[config.mk]
export PLATFORM = sky130hd
export DESIGN_NAME = baud_gen_frac
export DESIGN_NICKNAME = d
export VERILOG_FILES = /design/src/rtl/baud_gen_frac.sv
export SDC_FILE = /design/constraint.sdc
export NUM_CORES = 1
export LEC_CHECK = 0
export CAP_MARGIN = 20
export CORE_ASPECT_RATIO = 1.1
export CORE_MARGIN = 2
export CORE_UTILIZATION = 42
export CTS_CLUSTER_DIAMETER = 50
export DETAILED_ROUTE_END_ITERATION = 10
export PLACE_DENSITY = 0.59
export SLEW_MARGIN = 40
export SYNTH_ARGS = -nofsm -noshare
export SYNTH_HDL_FRONTEND = slang
export SYNTH_SLANG_ARGS = --single-unit
[constraint.sdc]
create_clock -name clk -period 4.18 [get_ports clk]
set_input_delay 0.418 -clock clk [delete_from_list [all_inputs] [get_ports clk]]
set_output_delay 0.418 -clock clk [all_outputs]
set_load 0.03 [all_outputs]
[src/rtl/baud_gen_frac.sv]
// Fractional baud-rate generator: os_tick every div_int(+frac) cycles, bit_tick every OSR os_ticks.
// Optional fractional accumulator enabled by macro BAUD_GEN_FRAC_EN.
module baud_gen_frac #(
    parameter int CNT_W      = 16,
    parameter int FRAC_W     = 4,
    parameter int OSR        = 16,
    parameter int RESET_DIV  = 325,
    parameter int RESET_FRAC = 0
) (
    input  logic              clk,
    input  logic              rst,
    input  logic              en,
    input  logic              restart,
    input  logic              cfg_valid,
    output logic              cfg_ready,
    input  logic [CNT_W-1:0]  div_int,
    input  logic [FRAC_W-1:0] div_frac,
    output logic              os_tick,
    output logic              bit_tick
);

    localparam int OS_W = (OSR > 2) ? $clog2(OSR) : 1;

    function automatic logic [CNT_W-1:0] clamp_div(input logic [CNT_W-1:0] d);
        return (d < CNT_W'(2)) ? CNT_W'(2) : d;
    endfunction

    logic [CNT_W-1:0] r_div;
    logic [CNT_W-1:0] r_cnt;
    logic [CNT_W-1:0] r_pdiv;
    logic [OS_W-1:0]  r_os_cnt;
    logic             r_pending;
    logic             r_os_tick;
    logic             r_bit_tick;

    logic             w_carry;
    logic [CNT_W:0]   w_len;
    logic             w_term;
    logic             w_accept;
    logic             w_apply;

`ifdef BAUD_GEN_FRAC_EN
    logic [FRAC_W-1:0] r_frac;
    logic [FRAC_W-1:0] r_pfrac;
    logic [FRAC_W-1:0] r_acc;
    logic [FRAC_W:0]   w_sum;

    // The carry of this period's add stretches the period now being timed.
    assign w_sum   = {1'b0, r_acc} + {1'b0, r_frac};
    assign w_carry = w_sum[FRAC_W];
`else
    logic w_unused_frac;

    assign w_carry       = 1'b0;
    assign w_unused_frac = ^{div_frac, FRAC_W'(RESET_FRAC)};
`endif

    assign w_len    = {1'b0, r_div} + {{CNT_W{1'b0}}, w_carry};
    // >= rather than == so a smaller divisor applied while frozen still terminates.
    assign w_term   = en && (({1'b0, r_cnt} + (CNT_W+1)'(1)) >= w_len);
    assign w_accept = cfg_valid && !r_pending;
    assign w_apply  = r_pending && (restart || !en || w_term);

    assign cfg_ready = !r_pending;
    assign os_tick   = r_os_tick;
    assign bit_tick  = r_bit_tick;

    always_ff @(posedge clk or posedge rst) begin
        if (rst) begin
            r_div      <= clamp_div(CNT_W'(RESET_DIV));
            r_cnt      <= '0;
            r_pdiv     <= '0;
            r_os_cnt   <= '0;
            r_pending  <= 1'b0;
            r_os_tick  <= 1'b0;
            r_bit_tick <= 1'b0;
`ifdef BAUD_GEN_FRAC_EN
            r_frac     <= FRAC_W'(RESET_FRAC);
            r_pfrac    <= '0;
            r_acc      <= '0;
`endif
        end else begin
            // NOTE: later non-blocking assignments in this block win, so the
            // defaults and the apply/restart overrides below rely on ordering.
            r_os_tick  <= 1'b0;
            r_bit_tick <= 1'b0;

            if (w_accept) begin
                r_pending <= 1'b1;
                r_pdiv    <= div_int;
`ifdef BAUD_GEN_FRAC_EN
                r_pfrac   <= div_frac;
`endif
            end

            if (restart) begin
                r_cnt    <= '0;
                r_os_cnt <= '0;
`ifdef BAUD_GEN_FRAC_EN
                r_acc    <= '0;
`endif
            end else if (en) begin
                if (w_term) begin
                    r_cnt     <= '0;
                    r_os_tick <= 1'b1;
`ifdef BAUD_GEN_FRAC_EN
                    r_acc     <= w_sum[FRAC_W-1:0];
`endif
                    if (r_os_cnt == OS_W'(OSR - 1)) begin
                        r_os_cnt   <= '0;
                        r_bit_tick <= 1'b1;
                    end else begin
                        r_os_cnt <= r_os_cnt + OS_W'(1);
                    end
                end else begin
                    r_cnt <= r_cnt + CNT_W'(1);
                end
            end

            // Accept needs !r_pending, so it never coincides with an apply.
            if (w_apply) begin
                r_div     <= clamp_div(r_pdiv);
                r_pending <= 1'b0;
`ifdef BAUD_GEN_FRAC_EN
                r_frac    <= r_pfrac;
                r_acc     <= '0;
`endif
            end
        end
    end

endmodule

==> results of run 1 <==
cell families (layout without fill, tap and decap cells):
group | count (synthesis) | count (layout) | synth area share
AO/OA/AOI/OAI | 52 | 52 | 0.130
XOR/XNOR | 12 | 12 | 0.0348
multiplexers | 33 | 33 | 0.132
buffers and inverters | 31 | 60 | 0.0452
adder cells (fa/ha/maj) | 18 | 18 | 0.0746
AND/OR/NAND/NOR | 67 | 67 | 0.126
flip-flops | 55 | 55 | 0.458
routing by layer:
metal | GRT usage | up-vias | routed length, microns
met3 | 0.0294 | 5 | 148
li1 | - | 1035 | -
met2 | 0.258 | 32 | 2660
met5 | 0 | - | 0
met1 | 0.210 | 1000 | 2720
met4 | 0.0476 | 0 | 78
power by group:
| group | switching [mW] | leakage, nW | internal [mW] |
|---|---|---|---|
| sequential | 0.0620 | 0.688 | 0.634 |
| combinational | 0.129 | 0.979 | 0.165 |
| clock | 0.185 | 0.0533 | 0.140 |
| total | 0.376 | 1.72 | 0.939 |
metrics by stage:
stage | instances | hold slack [ns] | setup slack [ns]
floorplan | 268 | 0.450 | 0.656
global placement | 374 | 0.463 | 0.515
detailed placement | 374 | 0.471 | 0.529
CTS | 382 | 0.425 | 0.493
global route | 382 | 0.446 | 0.280
finish | 382 | 0.410 | 0.486
how the worst max path moves through the flow:
stage | from | to | slack, ns
floorplan | r_cnt[0]$_DFFE_PP0P_ | r_div[10]$_DFFE_PP0P_ | 0.66
global placement | r_cnt[0]$_DFFE_PP0P_ | r_div[3]$_DFFE_PP0P_ | 0.52
detailed placement | r_cnt[0]$_DFFE_PP0P_ | r_div[4]$_DFFE_PP0P_ | 0.53
CTS | r_cnt[0]$_DFFE_PP0P_ | r_div[15]$_DFFE_PP0P_ | 0.49
global route | r_cnt[0]$_DFFE_PP0P_ | r_div[3]$_DFFE_PP0P_ | 0.28
finish | r_cnt[0]$_DFFE_PP0P_ | r_div[15]$_DFFE_PP0P_ | 0.49
area by class of cell:
| cell class | count | area, sq um |
|---|---|---|
| Fill cell | 652 | 3530 |
| Multi-Input combinational cell | 182 | 1500 |
| Sequential cell | 55 | 1380 |
| Timing Repair Buffer | 32 | 310 |
| Tap cell | 85 | 106 |
| Clock buffer | 6 | 82.6 |
| Inverter | 20 | 75.1 |
| Clock inverter | 2 | 20.0 |
state kept, by name (all words and copies together), names as in the netlist:
signal / count
r_cnt: 16
r_div: 16
r_pdiv: 16
r_os_cnt: 4
bit_tick: 1
os_tick: 1
r_pending: 1
cell usage in the layout, fill, tap and decap left out, drive strengths merged, types with 4 or more instances in the layout:
master | synthesis | routed
buf | 5 | 9
inv | 20 | 21
nand4 | 5 | 5
o21ai | 5 | 5
nand3 | 11 | 11
a21oi | 8 | 8
a21o | 11 | 11
nor2 | 7 | 7
clkbuf | 6 | 6
xor2 | 8 | 8
a22o | 9 | 9
nor2b | 4 | 4
nor3 | 5 | 5
and3 | 5 | 5
dfstp | 4 | 4
clkdlybuf4s50 | 0 | 23
ha | 18 | 18
o31ai | 4 | 4
dfrtp | 51 | 51
mux2 | 31 | 31
xnor2 | 4 | 4
nand2 | 11 | 11
==> summary.md, run 1 <==
| Metric | Value |
|---|---|
| Outcome | `complete, no violations` |
| Delay-heaviest family, CP | `simple AND/OR/NAND/NOR gates` |
| Clk_lat worst skew | `around 0.31 ns` |
| Die area | `7880 sq um` |
| Reg2Reg Depth | `14` |
| Vias in the first global route | `~2100` |
| Final Hold Fails | `0` |
| Post-synth top cells | `dfrtp_1, mux2_2, inv_1` |
| Flops & latches, synth | `55` |
| CP Data Arrival Time | `around 3.9 ns` |
| Area Overhead vs Synth | `15.3%` |
| GR Util All Layers | `0.157` |
| Detailed Route WL | `~5600 microns` |
| Ports | `28` |
| Pwr Density | `378 nW/um^2` |
| Unique masters post-synth | `47` |
| Initial antenna violation count | `0` |
| Critical path depth | `14` |
| R2R setup slack | `~0.49 ns` |
| Setup tns final | `0 ns` |
| Slew HR | `0.568` |
| Gr ovfl total | `0` |
| Routed Antenna Nets | `0` |
| Starting density of the core | `0.431` |
| Remaining DRCs | `0` |
| Layout Nets | `~340` |
| Number of flops mapped to enable cells by yosys | `0` |
| Skew final | `between 0.003 and 0.004 ns` |
| CTS Sinks | `between 50 and 60` |
| Delay of the slowest critical-path stage | `0.56 ns` |
| Core ar. | `~7000 sq um` |
| Crit Path Max Fanout | `16` |
| Cell taking the most area after synthesis | `dfrtp_1` |
| Via total after detailed routing | `2072` |
| Post-DP HPWL | `slightly above 4000 microns` |
| Hold Crit Class | `primary input to asynchronous set/reset pin` |
| Drt wl/cell | `about 15 microns` |
| Initial drt markers | `114` |
| Ant. Diodes | `0` |
| Row cnt | `32` |
| Placed instance area | `between 3000 and 4000 sq um` |
| Crit path buffers/inverters | `2` |
| Final period util | `0.884` |
| Die Span X | `between 80 and 90 microns` |
| CTS buffer count | `5` |
| Largest net degree at the start of global routing | `36` |
| Die Y | `approximately 93 microns` |
| Reg2reg start | `r_cnt[0]$_DFFE_PP0P_` |
| Max IR drop VDD | `about 0.25 mV` |
| Mapped Avg Cell Area | `roughly 11 sq um` |
| CTS clk-pin slew, worst paths | `approximately 0.10 ns` |
| Max-Cap Viols | `0` |
| Synth area leaders | `dfrtp_1, mux2_2, ha_1, mux2_4, dfstp_2` |
| Setup-failing EPs final | `0` |
| Minimum clock period | `roughly 3.7 ns` |
| Worst path required time | `~4.4 ns` |
| Mapped Area | `about 3000 sq um` |
| CP endpoint kind | `register` |
| Sequential area share after synthesis | `0.458` |
| Reg2reg end | `r_div[15]$_DFFE_PP0P_` |
| Port Buffers | `23` |
| Post-CTS setup buffers | `0` |
| DRT Pass-1 Iters | `4` |
| Fin util | `0.497` |
| Slowest CP cell | `or4b_1` |
| Ys async rst share | `1.00` |
| CTS resizes | `0` |
| Synth warn | `0` |
| Most instantiated library cell after synthesis | `dfrtp_1` |
| Hold buffer count at cts | `0` |
| Clk root buf | `clkbuf_8` |
| GPL Wtd Cong | `around 0.76` |
| Worst-path cell chain | `ha_1 > nand4_1 > nor2_1 > buf_4 > and3_1 > xor2_1 > ha_1 > a211o_1 > a21oi_1 > o21ai_1 > or4b_1 > o21ai_4 > buf_12 > mux2_2` |
| Slew @ Worst Pin | `around 0.64 ns` |
| Total power | `1.32 mW` |
| Design Area, Final | `roughly 3500 sq um` |
| First-pass GRT wire length | `slightly below 10000 microns` |
| Top cell type's share of synthesized area | `0.423` |
| Critical path type | `register to register` |
| Leak | `about 1.7 nW` |
| Cells after Synth | `268` |
| Startpoint types | `register` |
| RSZ-0062 raised after global routing | `no` |
| FMAX | `about 270 MHz` |
| Layout cells sized above 1 | `0.199` |
| CTS tree | `built` |
| Clock Path Buffers | `2` |
| Synth Flop Type | `dfrtp_1` |
| Syn nets | `311` |
| H-tree depth | `2` |
| Critical path's most frequent cell | `ha_1` |
| Number of max-slew violations in the final report | `0` |
| DR vias/cell | `5.42` |
(Power assumes the default switching activity.)
==> inputs of run 2 (changes only) <==
Settings changed: CORE_UTILIZATION 42 to 50, PLACE_DENSITY 0.59 to 0.69.
==> run 2 against run 1 <==
Critical endpoint is now r_div[14]$_DFFE_PP0P_. Sequential share of layout area grew 0.35 points. Wire length is 2.0% lower. Core utilization is 9.8 points higher. Register-to-register slack worse by 0.27 ns. Non-clock buffer count shrank 2.
==> summary.md, run 2 (synthesized netlist as in run 1, its figures left out) <==
| Metric | Value |
|---|---|
| Outcome | `complete, no violations` |
| Leak | `1.70 nW (-0.90%)` |
| FMAX | `252 MHz (-6.9%)` |
| Clk root buf | `clkbuf_8` |
| Remaining DRCs | `0 (unchanged)` |
| Dpl ws | `0.140 ns (-0.389 ns)` |
| Slew @ Worst Pin | `0.818 ns (+0.176 ns)` |
| Number of max-slew violations in the final report | `0 (unchanged)` |
| Most common cell after layout, fill and taps aside | `dfrtp_1` |
| Pwr Density | `377 nW/um^2 (-0.38%)` |
| Crit Path Max Fanout | `16 (unchanged)` |
| First-pass GRT wire length | `9470 microns (-4.2%)` |
| R2R setup slack | `0.21 ns (-0.27 ns)` |
| Final Hold Fails | `0 (unchanged)` |
| GPL Wtd Cong | `0.759 (about the same)` |
| CP Data Arrival Time | `4.18 ns (+0.28 ns)` |
| Initial drt markers | `77 (-32%)` |
| CTS clk-pin slew, worst paths | `0.10 ns (about the same)` |
| Die Y | `85.5 microns (-8.0%)` |
| Clock Path Buffers | `2 (unchanged)` |
| Max-Cap Viols | `0 (unchanged)` |
| Worst path required time | `4.39 ns (about the same)` |
| RSZ-0062 raised after global routing | `no` |
| Largest net degree at the start of global routing | `37 (+2.8%)` |
| Most frequent cells in the layout | `dfrtp_1, mux2_2, clkdlybuf4s50_1` |
| Clk_lat worst skew | `0.32 ns (about the same)` |
| Reg2Reg Depth | `13 (-1)` |
| Initial antenna violation count | `0 (unchanged)` |
| Hold buffer count at cts | `0 (unchanged)` |
| Vias in the first global route | `2071 (+0.93%)` |
| Worst hold margin | `0.473 ns (+0.0623 ns)` |
| DRT Pass-1 Iters | `4 (unchanged)` |
| Core ar. | `5810 sq um (-17%)` |
| H-tree depth | `2 (unchanged)` |
| Sequential power share | `0.535 (+0.006)` |
| CTS Sinks | `55 (unchanged)` |
| CP startpoint | `r_cnt[0]$_DFFE_PP0P_` |
| Layout cells sized above 1 | `0.193 (-0.00543)` |
| Drt wl/cell | `14.8 microns (+0.67%)` |
| Slew HR | `0.453 (-0.115)` |
| Hold Crit Class | `primary input to asynchronous set/reset pin` |
| Ant. Diodes | `0 (unchanged)` |
| Largest regs | `r_cnt: 16 flops, r_div: 16 flops, r_pdiv: 16 flops` |
| Reg2reg end | `r_div[14]$_DFFE_PP0P_` |
| Combinational power share | `0.226 (+0.002)` |
| Reg2reg start | `r_cnt[0]$_DFFE_PP0P_` |
| Setup tns final | `0 ns (unchanged)` |
| CTS buffer count | `5 (unchanged)` |
| Internal power | `921 uW (-1.9%)` |
| Die area | `6680 sq um (-15%)` |
| Minimum clock period | `3.97 ns (+0.273 ns)` |
| Power share of the clock group | `0.239 (-0.008)` |
| Post-CTS setup buffers | `0 (unchanged)` |
| Routed Antenna Nets | `0 (unchanged)` |
| Via total after detailed routing | `2078 (+0.29%)` |
| Starting density of the core | `0.520 (+0.0892)` |
| Setup-failing EPs final | `0 (unchanged)` |
| Max IR drop VDD | `0.293 mV (+18%)` |
| CP endpoint kind | `register` |
| Die Span X | `78.1 microns (-8.0%)` |
| Fill count | `536 (-18%)` |
| GRT met2 Usage | `0.301 (+0.0431)` |
| Row cnt | `29 (-9.4%)` |
| Register area | `1380 sq um (unchanged)` |
| DR vias/cell | `5.59 (+3.0%)` |
| Skew final | `0.00606 ns (+0.00270 ns)` |
| Top Usage Layer GRT | `met2` |
| CTS tree | `built` |
| Startpoint types | `register` |
| Critical path type | `register to register` |
| Ports | `28 (unchanged)` |
| Met1 Use GR | `0.241 (+0.0305)` |
| Detailed Route WL | `5500 microns (-2.0%)` |
| GR Util All Layers | `0.182 (+0.0256)` |
| Switching Power | `378 uW (+0.45%)` |
| Setup ws final | `0.213 ns (-0.273 ns)` |
| Gr ovfl total | `0 (unchanged)` |
| M3 GR Usage | `0.0379 (+0.00848)` |
| CTS resizes | `0 (unchanged)` |
| Port Buffers | `23 (unchanged)` |
| Multi-input logic area | `1510 sq um (+0.33%)` |
| Final period util | `0.949 (+0.0653)` |
| Post-DP HPWL | `4080 microns (-0.90%)` |
| Sw Share | `0.291 (+0.00487)` |
| Area Overhead vs Synth | `14.3%` |
| Layout Nets | `337 (-0.59%)` |
==> run 2: worst max path at each step <==
stage                                  endpoint  slack (ns)  cells past startpoint
after detailed placement   r_cnt[4]$_DFFE_PP0P_        0.14                     13
after CTS                  r_cnt[3]$_DFFE_PP0P_        0.13                     13
final                     r_div[14]$_DFFE_PP0P_        0.21                     13
after global placement     r_cnt[8]$_DFFE_PP0P_        0.22                     13
after floorplan           r_div[10]$_DFFE_PP0P_        0.66                     14
after global routing      r_div[14]$_DFFE_PP0P_       0.005                     13
==> run 2: per-stage QoR <==
| stage | total power, mW | util | cells | cell area [sq um] |
|---|---|---|---|---|
| 6_report | 1.30 | 0.594 | 372 | 3450 |
| 5_1_grt | 1.38 | 0.594 | 372 | 3450 |
| 4_1_cts | 1.31 | 0.593 | 372 | 3440 |
| 3_5_place_dp | 1.00 | 0.577 | 364 | 3350 |
| 3_3_place_gp | 0.987 | 0.577 | 364 | 3350 |
| 2_1_floorplan | 0.917 | - | 268 | 3020 |
==> run 2: layout make-up <==
| cell class | instances | share of cell area |
|---|---|---|
| multi-input cells | 182 | 0.437 |
| clock inverters | 3 | 0.00653 |
| flip-flops and latches | 55 | 0.400 |
| clock buffers | 5 | 0.0199 |
| repair buffers | 30 | 0.0856 |
| inverters | 20 | 0.0221 |
| well taps | 77 | 0.0279 |
==> run 2: per-layer routing <==
layer  share of wire  vias to the layer above
met1            0.47                      997
met4           0.015                        0
met2            0.48                       46
met5               0                        -
li1                -                     1026
met3           0.036                        9
==> run 2: worst max-delay path, cell delays in order (launching register included) <==
cell and delay [ns]:
dfrtp_1 0.47, ha_1 0.28, nand4_1 0.15, nor2_2 0.25, and3_1 0.21, xor2_1 0.24, ha_1 0.29, a211o_1 0.28
a21oi_1 0.13, o21ai_1 0.17, or4b_1 0.65, o21ai_4 0.20, buf_12 0.18, mux2_2 0.35
==> run 2: power by group through the flow <==
stage / clock network [mW] / logic, mW / registers (mW)
2_1_floorplan: 0 / 0.233 / 0.684
3_3_place_gp: 0 / 0.286 / 0.701
3_5_place_dp: 0 / 0.298 / 0.706
4_1_cts: 0.320 / 0.299 / 0.695
5_1_grt: 0.339 / 0.336 / 0.708
6_report: 0.311 / 0.294 / 0.694
==> inputs of run 3 (changes only) <==
==> constraint.sdc (replaced) <==
create_clock -name clk -period 4.18 [get_ports clk]
set_input_delay 0.418 -clock clk [delete_from_list [all_inputs] [get_ports clk]]
set_output_delay 0.418 -clock clk [all_outputs]
set_load 0.1 [all_outputs]
==> run 3 against run 2 <==
Setup slack better by 0.036 ns. Combinational power rose by 1%. Critical path type unchanged. Largest cell class unchanged. Sequential cell count did not move. Highest routed layer unchanged. Non-clock buffer count unchanged. Worst hold slack barely moved. Global-route usage decreased by 0.14 points. Core utilization down 0.26 points.
==> summary.md, run 3 (synthesized netlist as in run 1, its figures left out) <==
| Metric | Value |
|---|---|
| Critical path's most frequent cell | `ha_1` |
| Reg2reg end | `r_div[14]$_DFFE_PP0P_` |
| Slew HR | `0.440 (-0.0126)` |
| Worst path required time | `4.40 ns (about the same)` |
| DRT Pass-1 Iters | `4 (unchanged)` |
| GPL Wtd Cong | `0.759 (unchanged)` |
| FMAX | `254 MHz (+0.92%)` |
| Register area | `1380 sq um (unchanged)` |
| Max IR drop VDD | `0.292 mV (-0.17%)` |
| Clk root buf | `clkbuf_8` |
| Die area | `6680 sq um (unchanged)` |
| Vias in the first global route | `2058 (-0.63%)` |
| Die Span X | `78.1 microns (unchanged)` |
| Leak | `1.71 nW (+0.23%)` |
| Clk_lat worst skew | `0.32 ns (about the same)` |
| Setup-failing EPs final | `0 (unchanged)` |
| # placed instances | `364 (unchanged)` |
| Reg2reg start | `r_cnt[0]$_DFFE_PP0P_` |
| Via total after detailed routing | `2067 (-0.53%)` |
| Critical path type | `register to register` |
| DR vias/cell | `5.56 (-0.53%)` |
| Delay of the slowest critical-path stage | `0.65 ns (about the same)` |
| Port Buffers | `23 (unchanged)` |
| Ant. Diodes | `0 (unchanged)` |
| Final Hold Fails | `0 (unchanged)` |
| Slew @ Worst Pin | `0.837 ns (+0.0188 ns)` |
| Fin cells | `372 (unchanged)` |
| Largest regs | `r_cnt: 16 flops, r_div: 16 flops, r_pdiv: 16 flops` |
| Post-DP HPWL | `4100 microns (+0.39%)` |
| Slowest CP cell | `or4b_1` |
| Clock Path Buffers | `2 (unchanged)` |
| Multi-input logic area | `1510 sq um (unchanged)` |
| R2R setup slack | `0.25 ns (+0.04 ns)` |
| CP Data Arrival Time | `4.15 ns (-0.03 ns)` |
| CTS Sinks | `55 (unchanged)` |
| CTS tree | `built` |
| First-pass GRT wire length | `9400 microns (-0.80%)` |
| Reg2Reg Depth | `13 (unchanged)` |
| Starting density of the core | `0.520 (unchanged)` |
| CTS buffer count | `5 (unchanged)` |
| CP startpoint | `r_cnt[0]$_DFFE_PP0P_` |
| Ports | `28 (unchanged)` |
| Detailed Route WL | `5510 microns (+0.25%)` |
| Die Y | `85.5 microns (unchanged)` |
| Layout cells sized above 1 | `0.203 (+0.0102)` |
| Startpoint types | `register` |
| Minimum clock period | `3.93 ns (-0.0360 ns)` |
| Initial drt markers | `60 (-22%)` |
| Hold Crit Class | `primary input to asynchronous set/reset pin` |
| Number of max-slew violations in the final report | `0 (unchanged)` |
| Crit Path Max Fanout | `16 (unchanged)` |
| CP endpoint kind | `register` |
| H-tree depth | `2 (unchanged)` |
| Initial antenna violation count | `0 (unchanged)` |
| CTS clk-pin slew, worst paths | `0.10 ns (about the same)` |
| Worst-path cell chain | `ha_1 > nand4_1 > nor2_2 > and3_1 > xor2_1 > ha_1 > a211o_1 > a21oi_1 > o21ai_1 > or4b_1 > o21ai_4 > buf_12 > mux2_2` |
| Max-Cap Viols | `0 (unchanged)` |
| Outcome | `complete, no violations` |
| Remaining DRCs | `0 (unchanged)` |
| Area Overhead vs Synth | `13.8%` |
| Setup tns final | `0 ns (unchanged)` |
| Most frequent cells in the layout | `dfrtp_1, mux2_2, clkdlybuf4s50_1` |
| Layout Nets | `337 (unchanged)` |
| GR Util All Layers | `0.181 (-0.00140)` |
| Largest net degree at the start of global routing | `37 (unchanged)` |
| Row cnt | `29 (unchanged)` |
| Core ar. | `5810 sq um (unchanged)` |
| Routed Antenna Nets | `0 (unchanged)` |
| Most common cell after layout, fill and taps aside | `dfrtp_1` |
| Final period util | `0.941 (-0.00861)` |
| Worst Setup EP | `r_div[14]$_DFFE_PP0P_` |
| RSZ-0062 raised after global routing | `no` |
| Pwr Density | `379 nW/um^2 (+0.76%)` |
| Gr ovfl total | `0 (unchanged)` |
| Skew final | `0.00566 ns (-0.000403 ns)` |
| Fill count | `547 (+2.1%)` |
| Drt wl/cell | `14.8 microns (+0.25%)` |
[run 3: cell types whose count changed in the layout (fill, tap and decap cells not counted), sizes merged]
cell,delta
buf,+3
clkdlybuf4s50,-3
[run 3: through the flow]
step | worst slack [ns] | utilization | power (mW) | cell area (sq um) | hold WS (ns)
5_1_grt | 0.0132 | 0.592 | 1.39 | 3430 | 0.512
3_3_place_gp | 0.222 | 0.577 | 0.994 | 3350 | 0.461
2_1_floorplan | 0.656 | - | 0.924 | 3020 | 0.450
6_report | 0.249 | 0.592 | 1.30 | 3430 | 0.473
4_1_cts | 0.126 | 0.590 | 1.32 | 3430 | 0.488
3_5_place_dp | 0.165 | 0.574 | 1.01 | 3330 | 0.471
[run 3: worst min-delay path by stage]
| stage | endpoint | startpoint |
|---|---|---|
| 2_1_floorplan | r_div[0]$_DFFE_PP1P_ | r_div[0]$_DFFE_PP1P_ |
| 3_3_place_gp | r_div[0]$_DFFE_PP1P_ | r_div[0]$_DFFE_PP1P_ |
| 5_1_grt | r_div[0]$_DFFE_PP1P_ | r_div[0]$_DFFE_PP1P_ |
| 6_report | r_div[11]$_DFFE_PP0P_ | rst |
| 3_5_place_dp | r_div[0]$_DFFE_PP1P_ | r_div[0]$_DFFE_PP1P_ |
| 4_1_cts | r_div[0]$_DFFE_PP1P_ | r_div[0]$_DFFE_PP1P_ |
[run 3: per-layer routing]
| metal | global-route usage | routed length (microns) | vias to the layer above |
|---|---|---|---|
| li1 | - | - | 1023 |
| met3 | 0.0379 | 210 | 9 |
| met5 | 0 | 0 | - |
| met1 | 0.236 | 2570 | 992 |
| met2 | 0.302 | 2640 | 43 |
| met4 | 0.0638 | 89 | 0 |
[run 3: timing repair]
action,in CTS,in global routing
setup endpoints to repair,0,23
hold buffers,0,0
gates resized for setup,0,2
buffers inserted,0,0
[run 3: cell type report]
| type | instances | area share |
|---|---|---|
| Tap cell | 77 | 0.0281 |
| Multi-Input combinational cell | 182 | 0.439 |
| Timing Repair Buffer | 30 | 0.0816 |
| Sequential cell | 55 | 0.402 |
| Clock buffer | 5 | 0.0200 |
| Inverter | 20 | 0.0222 |
| Clock inverter | 3 | 0.00656 |
[run 3: power by group]
group	internal (mW)	total [mW]	switching [mW]
Combinational	0.164	0.298	0.133
Clock	0.122	0.311	0.189
Sequential	0.634	0.695	0.0611
Total	0.920	1.30	0.383
[run 3: critical path, delay by kind of cell (launching register included)]
kind | cells | cell delay (ns)
buffers and inverters | 1 | 0.18
flip-flops | 1 | 0.47
AND/OR/NAND/NOR | 4 | 1.26
multiplexers | 1 | 0.35
XOR/XNOR | 1 | 0.22
AO/OA/AOI/OAI | 4 | 0.78
adder cells (fa/ha/maj) | 2 | 0.55
==> RTL edit: new RTL, settings of run 1 <==
Make the reset (`rst`) synchronous in one clocked block.
--- a/src/rtl/baud_gen_frac.sv
+++ b/src/rtl/baud_gen_frac.sv
@@ -66,5 +66,5 @@
     assign bit_tick  = r_bit_tick;
 
-    always_ff @(posedge clk or posedge rst) begin
+    always_ff @(posedge clk) begin
         if (rst) begin
             r_div      <= clamp_div(CNT_W'(RESET_DIV));
Function: differs if rst is asserted again (counterexample within 4 cycles, from zero or initial values and one cycle with rst high); with rst held inactive, the same outputs for 10 cycles.
==> RTL edit against run 1 <==
  * Sequential cell count did not move
  * Worst setup slack improved by 130 ps
  * Global-route usage rose by 1.8 points
  * First-iteration DRC count fell by 16%
  * Die area rose by 1.7%
  * Final area rose by 0.14%
  * Cell count rose by 27%
  * Synthesized area rose by 1.8%
  * Routed wire length rose by 14%
  * Non-clock buffer count fell by 4
  * Largest cell class unchanged
Power is not compared: it rests on default switching activity, and its combinational part moved more than twofold at a synthesized area within 25%.
==> RTL edit: results <==
[timing]
timing.slew.headroom_pct = 55.28
setup_slack_ps = 612.0

[finish]
final_layout_size_suffix_gt1_share_pct = 6.000
nets = 442

[setup_path]
crit_arrival_ps = 3810
cp-endpoint = "r_pending$_SDFFE_PP0P_"
rr_endpoint = "r_pending$_SDFFE_PP0P_"
startpoint = "r_cnt[0]$_SDFFE_PP0P_"
cpPeakStageDelay_ps = 520
critPathMaxFanout = 23

[drt]
wl_met3_um = 150
drtIter0Drc = 96
met1Wirelength_um = 3175
routed_wl_um = 6404
dr_wl_met2_um = 3023

[place]
place_ws_ps = 556.2
place.gp.congestion = 0.8254
post_dp_cell_area_um2 = 3362
hpwl_um = 4582

[global_route]
grt_pass1_wl_um = 11450
use_met1_pct = 23.32
use_met2_pct = 29.17
grt_max_degree = 51
grt.total_usage_pct = 17.49
grtUsageMet3_pct = 2.900

[synthesis]
synthArstFlopShare_pct = 0
netlist_top_cells_count = "nand2_1, dfxtp_1, a21oi_1"
yosysSeqAreaShare_pct = 35.82
synthTopCellsByArea = "dfxtp_1, nand2_1, ha_1"
synth_nets = 428

[outcome]
outcome = "completed"
-- RTL edit: cell count changes in the layout (fill, tap and decap cells not counted), sizes merged, moves of 16 or more --
cell,run 1,this run
mux2i,2,18
dfrtp,51,0
dfxtp,0,55
nand2b,1,27
mux2,31,0
a21oi,8,34
nand2,11,76
-- RTL edit: final cells by class --
| class | count | area share [%] |
|---|---|---|
| repair buffers | 28 | 7.684 |
| clock inverters | 2 | 1.113 |
| multi-input cells | 287 | 51.81 |
| inverters | 22 | 2.370 |
| flip-flops and latches | 55 | 31.60 |
| clock buffers | 6 | 2.370 |
| well taps | 85 | 3.052 |
-- RTL edit: through the flow --
stage                     hold WS, ps  util, %
after floorplan                 436.7        -
after global placement          452.7    47.67
after detailed placement        464.8    47.71
after CTS                       479.8    49.43
after global routing            498.2    49.45
final                           476.7    49.45
-- RTL edit: kinds of logic after synthesis --
logic type	share of synthesized area, %
compound gates	14.61
xor+xnor	3.419
fa+ha+maj	7.326
buf+inv	5.576
flops	35.82
mux	5.861
simple gates	27.39
